--- config.mk ---
export PLATFORM = sky130hd
export DESIGN_NAME = gb_host
export DESIGN_NICKNAME = d
export VERILOG_FILES = /design/src/rtl/gb_host.sv
export SDC_FILE = /design/constraint.sdc
export NUM_CORES = 1
export LEC_CHECK = 0
export ABC_AREA = 0
export CAP_MARGIN = 0
export CORE_MARGIN = 3
export CORE_UTILIZATION = 29
export CTS_CLUSTER_DIAMETER = 40
export DETAILED_ROUTE_END_ITERATION = 16
export HOLD_SLACK_MARGIN = 0.02
export SETUP_SLACK_MARGIN = 0.1
export SLEW_MARGIN = 0
export SYNTH_ARGS = -nofsm -noshare
export SYNTH_HDL_FRONTEND = slang
export SYNTH_SLANG_ARGS = --single-unit
--- constraint.sdc ---
create_clock -name clk -period 3.56 [get_ports clk]
set_input_delay 0.712 -clock clk [delete_from_list [all_inputs] [get_ports clk]]
set_output_delay 0.712 -clock clk [all_outputs]
set_load 0.1 [all_outputs]
--- src/rtl/gb_host.sv ---
// gb_host: host-side initiator of the ghostbus.
// Turns a valid/ready command stream (single or auto-incrementing burst
// reads/writes) into gb_addr/gb_dout/gb_we bus cycles, and returns read
// data sampled RD_DELAY cycles after each address update on a valid/ready
// response stream.
module gb_host #(
  parameter int unsigned AW       = 24,
  parameter int unsigned DW       = 32,
  parameter int unsigned LW       = 8,
  parameter int unsigned RD_DELAY = 2
) (
  input  logic          clk,
  input  logic          rst,
  // command stream
  input  logic          cmd_valid,
  output logic          cmd_ready,
  input  logic          cmd_we,
  input  logic [AW-1:0] cmd_addr,
  input  logic [DW-1:0] cmd_wdata,
  input  logic [LW-1:0] cmd_len,
  // response stream
  output logic          rsp_valid,
  input  logic          rsp_ready,
  output logic [DW-1:0] rsp_rdata,
  output logic          rsp_last,
  // ghostbus
  output logic [AW-1:0] gb_addr,
  output logic [DW-1:0] gb_dout,
  output logic          gb_we,
  input  logic [DW-1:0] gb_din,
  // status
  output logic          busy
);

  // Read-latency counter is wide enough for the full 1..15 delay range.
  localparam int unsigned CW = 4;
  localparam logic [CW-1:0] CNT_RELOAD = CW'(RD_DELAY - 1);

  typedef enum logic [1:0] {
    IDLE,
    WRITE,
    RD_WAIT,
    RD_RSP
  } state_e;

  state_e          state_q,     state_d;
  logic            cmd_ready_q, cmd_ready_d;
  logic            busy_q,      busy_d;
  logic [AW-1:0]   gb_addr_q,   gb_addr_d;
  logic [DW-1:0]   gb_dout_q,   gb_dout_d;
  logic            gb_we_q,     gb_we_d;
  logic            rsp_valid_q, rsp_valid_d;
  logic [DW-1:0]   rsp_rdata_q, rsp_rdata_d;
  logic            rsp_last_q,  rsp_last_d;
  logic [LW-1:0]   len_q,       len_d;
  logic [LW-1:0]   beat_q,      beat_d;
  logic [CW-1:0]   cnt_q,       cnt_d;

  // Register file for all state and outputs; reset clears everything at once.
  always_ff @(posedge clk or posedge rst) begin
    if (rst) begin
      state_q     <= IDLE;
      cmd_ready_q <= 1'b0;
      busy_q      <= 1'b0;
      gb_addr_q   <= '0;
      gb_dout_q   <= '0;
      gb_we_q     <= 1'b0;
      rsp_valid_q <= 1'b0;
      rsp_rdata_q <= '0;
      rsp_last_q  <= 1'b0;
      len_q       <= '0;
      beat_q      <= '0;
      cnt_q       <= '0;
    end else begin
      state_q     <= state_d;
      cmd_ready_q <= cmd_ready_d;
      busy_q      <= busy_d;
      gb_addr_q   <= gb_addr_d;
      gb_dout_q   <= gb_dout_d;
      gb_we_q     <= gb_we_d;
      rsp_valid_q <= rsp_valid_d;
      rsp_rdata_q <= rsp_rdata_d;
      rsp_last_q  <= rsp_last_d;
      len_q       <= len_d;
      beat_q      <= beat_d;
      cnt_q       <= cnt_d;
    end
  end

  // Next-state and next-output logic; gb_we defaults low so it is only
  // ever high while a write burst is still emitting beats.
  always_comb begin
    state_d     = state_q;
    cmd_ready_d = cmd_ready_q;
    busy_d      = busy_q;
    gb_addr_d   = gb_addr_q;
    gb_dout_d   = gb_dout_q;
    gb_we_d     = 1'b0;
    rsp_valid_d = rsp_valid_q;
    rsp_rdata_d = rsp_rdata_q;
    rsp_last_d  = rsp_last_q;
    len_d       = len_q;
    beat_d      = beat_q;
    cnt_d       = cnt_q;

    unique case (state_q)
      IDLE: begin
        // cmd_ready comes up on the first edge after reset release
        cmd_ready_d = 1'b1;
        busy_d      = 1'b0;
        if (cmd_valid && cmd_ready_q) begin
          cmd_ready_d = 1'b0;
          busy_d      = 1'b1;
          gb_addr_d   = cmd_addr;
          gb_dout_d   = cmd_wdata;
          len_d       = cmd_len;
          beat_d      = '0;
          cnt_d       = CNT_RELOAD;
          if (cmd_we) begin
            gb_we_d = 1'b1;
            state_d = WRITE;
          end else begin
            state_d = RD_WAIT;
          end
        end
      end

      WRITE: begin
        if (beat_q == len_q) begin
          state_d     = IDLE;
          cmd_ready_d = 1'b1;
          busy_d      = 1'b0;
        end else begin
          gb_we_d   = 1'b1;
          beat_d    = beat_q + LW'(1);
          gb_addr_d = gb_addr_q + AW'(1);
        end
      end

      RD_WAIT: begin
        if (cnt_q == '0) begin
          rsp_valid_d = 1'b1;
          rsp_rdata_d = gb_din;
          rsp_last_d  = (beat_q == len_q);
          state_d     = RD_RSP;
        end else begin
          cnt_d = cnt_q - CW'(1);
        end
      end

      RD_RSP: begin
        // everything stays frozen until the consumer takes the beat
        if (rsp_ready) begin
          rsp_valid_d = 1'b0;
          if (rsp_last_q) begin
            rsp_last_d  = 1'b0;
            state_d     = IDLE;
            cmd_ready_d = 1'b1;
            busy_d      = 1'b0;
          end else begin
            gb_addr_d = gb_addr_q + AW'(1);
            beat_d    = beat_q + LW'(1);
            cnt_d     = CNT_RELOAD;
            state_d   = RD_WAIT;
          end
        end
      end

      default: begin
        state_d = IDLE;
      end
    endcase
  end

  // Outputs come straight from registers.
  assign cmd_ready = cmd_ready_q;
  assign busy      = busy_q;
  assign gb_addr   = gb_addr_q;
  assign gb_dout   = gb_dout_q;
  assign gb_we     = gb_we_q;
  assign rsp_valid = rsp_valid_q;
  assign rsp_rdata = rsp_rdata_q;
  assign rsp_last  = rsp_last_q;

endmodule

==> results.toml <==
[status]
status = "finished clean"

[critical_path]
r2r_start = "beat_q[6]$_DFFE_PP0P_"
path_delay_family = "buffers and inverters"
crit_fanout = 7
cp_num_buf_inv = 1
worstPathArrival_ps = 2050
crit_chain = "clkdlybuf4s50_1"
crit_slowest_cell = "clkdlybuf4s50_1"
crit_path_end_kind = "output pin"
critPathKind = "flip-flop to output pin"
required_ps = 2850
start_kind = "flip-flop"
worstSetupStartpoint = "gb_addr[9]$_DFFE_PP0P_"
slowest_delay_ps = 1180

[die]
die_w_um = 143
coreArea_mm2 = 0.0181
dieArea_mm2 = 0.0203
start_util = 0.298
die_height_um = 143
io_pins = 194
rows = 49

[detailed_routing]
remaining_drc_errors = 0
drt_wl_total_um = 15400
drt-initial-drc-count = 280
wl_per_cell_um = 17.0
first_pass_iters = 4
antenna_left = 0
vias_per_cell = 5.05
routed-via-count = 4564

[yosys]
synth-edff-count = 0
yosysTopAreaCell = "dfrtp_1"
syn_avg_cell_area_um2 = 11.4
synth.net_count = 578
netlist_instances = 473
ys_types = 55
async_flop_share = 1.00
ys_seq_elements = 115
synth_top_area_share = 0.531
ys_seq_area_frac = 0.531
synth_area_mm2 = 0.00542
synth_flop_cell = "dfrtp_1"
yosysWarnings = 0
synthTopCellsByArea = "dfrtp_1 53%, mux2_2 15%, a31oi_1 3.0%, a21oi_1 2.6%, nand2_1 2.4%"

[global_routing]
grt_remaining_overflow = 0
grt_use_total = 0.156
grt_max_degree = 73
antenna_found_initial = 0
grt_pass1_wl_um = 25100
first_global_vias = 4799

[clock_tree]
htreeDepth = 4
cts-resized-gates = 0
cts_tree = "yes"
clockRootBuffer = "clkbuf_16"
cts_num_sinks = 115
clk_latency_ps = 410
postCtsSetupRepairBufs = 0
path_clk_slew_ps = 50
hold_buffers = 0
cts_buffers = 17
clk_path_buf_depth = 2

[sta]
worst_slew_pin_slew_ps = 1020
setup_viol = 0
slew_headroom = 0.319
setup_tns_ps = 0
min_period_ps = 2760
fmax_mhz = 362
postLayoutSetupSlackWorst_ps = 799
final.period_utilization = 0.776
hold_violations = 0
whs_ps = 501
drv_slew = 0
rsz0062_at_grt = "no"
skew_ps = 12.3

[placement]
port_buffers = 193
dp_hpwl_um = 11000
dpl_worst_slack_ps = 610
gp_congestion = 0.838

[min_path]
worstHoldPathType = "flip-flop to flip-flop"
hold_path.startpoint = "rsp_rdata[18]$_DFFE_PP0P_"

[finish]
nets = 768
n_antenna_cell = 0
drive_above_1_share = 0.203
n_fill_cell = 1676
final_common_cell = "clkdlybuf4s50_1"
final_cell_mix = "182 x clkdlybuf4s50_1, 114 x dfrtp_1, 72 x mux2_2"
area_growth_pct = 50.3

[flow_run]
cap_violations = 0
## sequential cells by signal, summed over array words and instances, names as in the netlist
register / flops
gb_dout: 32
rsp_rdata: 32
gb_addr: 24
beat_q: 8
len_q: 8
cnt_q: 4
state_q: 2
busy: 1
cmd_ready: 1
gb_we: 1
rsp_last: 1
rsp_valid: 1
## layout make-up
| class | count | area [um^2] | area share |
|---|---|---|---|
| Sequential cell | 115 | 2880 | 0.354 |
| Multi-Input combinational cell | 314 | 2340 | 0.288 |
| Timing Repair Buffer | 202 | 1970 | 0.242 |
| Clock buffer | 22 | 474 | 0.0583 |
| Tap cell | 229 | 287 | 0.0352 |
| Clock inverter | 9 | 129 | 0.0158 |
| Inverter | 13 | 52.6 | 0.00646 |
## metal layers
layer	vias to the layer above	global-route usage	routed length (um)
met3	10	0.0790	1690
li1	2136	-	-
met5	-	0	0
met2	202	0.239	7180
met1	2216	0.195	6370
met4	0	0.0465	115
## path summary, 6_finish.rpt
check	to	slack [ps]	depth (start not counted)
max in group asynchronous	gb_addr[13]$_DFFE_PP0P_	2050	3
max reg2reg	gb_addr[23]$_DFFE_PP0P_	1020	6
min	rsp_rdata[18]$_DFFE_PP0P_	500	1
min in group asynchronous	gb_dout[14]$_DFFE_PP0P_	650	2
max	gb_addr[9]	800	1
min reg2reg	rsp_rdata[18]$_DFFE_PP0P_	500	1
## synthesized netlist by cell type, drive strengths merged, types with 2 or more instances
cell     count
nand3       20
clkbuf      16
nand2b       3
and4         5
dfrtp      115
or2          5
o21ai       23
nor3         4
nand2       34
inv         12
nor4         4
o2bb2ai      7
mux2        72
o41ai        3
nand3b       2
xor2        10
nor2        10
a31oi       26
a21oi       28
a21o         5
ha           4
o22ai        9
o211ai       3
or3          2
a41oi        3
and3         2
a22oi        2
nand4       11
buf         15
mux2i        2
## logic make-up after synthesis
logic type | share of synthesized area
flops | 0.531
buf+inv | 0.0377
xor+xnor | 0.0162
simple gates | 0.113
compound gates | 0.139
mux | 0.153
fa+ha+maj | 0.00924
## metrics by stage
| stage | cells | utilization | cell area [um^2] |
|---|---|---|---|
| floorplan | 473 | - | 5420 |
| global placement | 873 | 0.415 | 7530 |
| detailed placement | 873 | 0.415 | 7530 |
| CTS | 904 | 0.448 | 8140 |
| global route | 904 | 0.448 | 8140 |
| finish | 904 | 0.448 | 8140 |
Power is left out: the tool's default activity adds up to more than one toggle a clock period on the data nets, which glitch-free logic cannot reach.
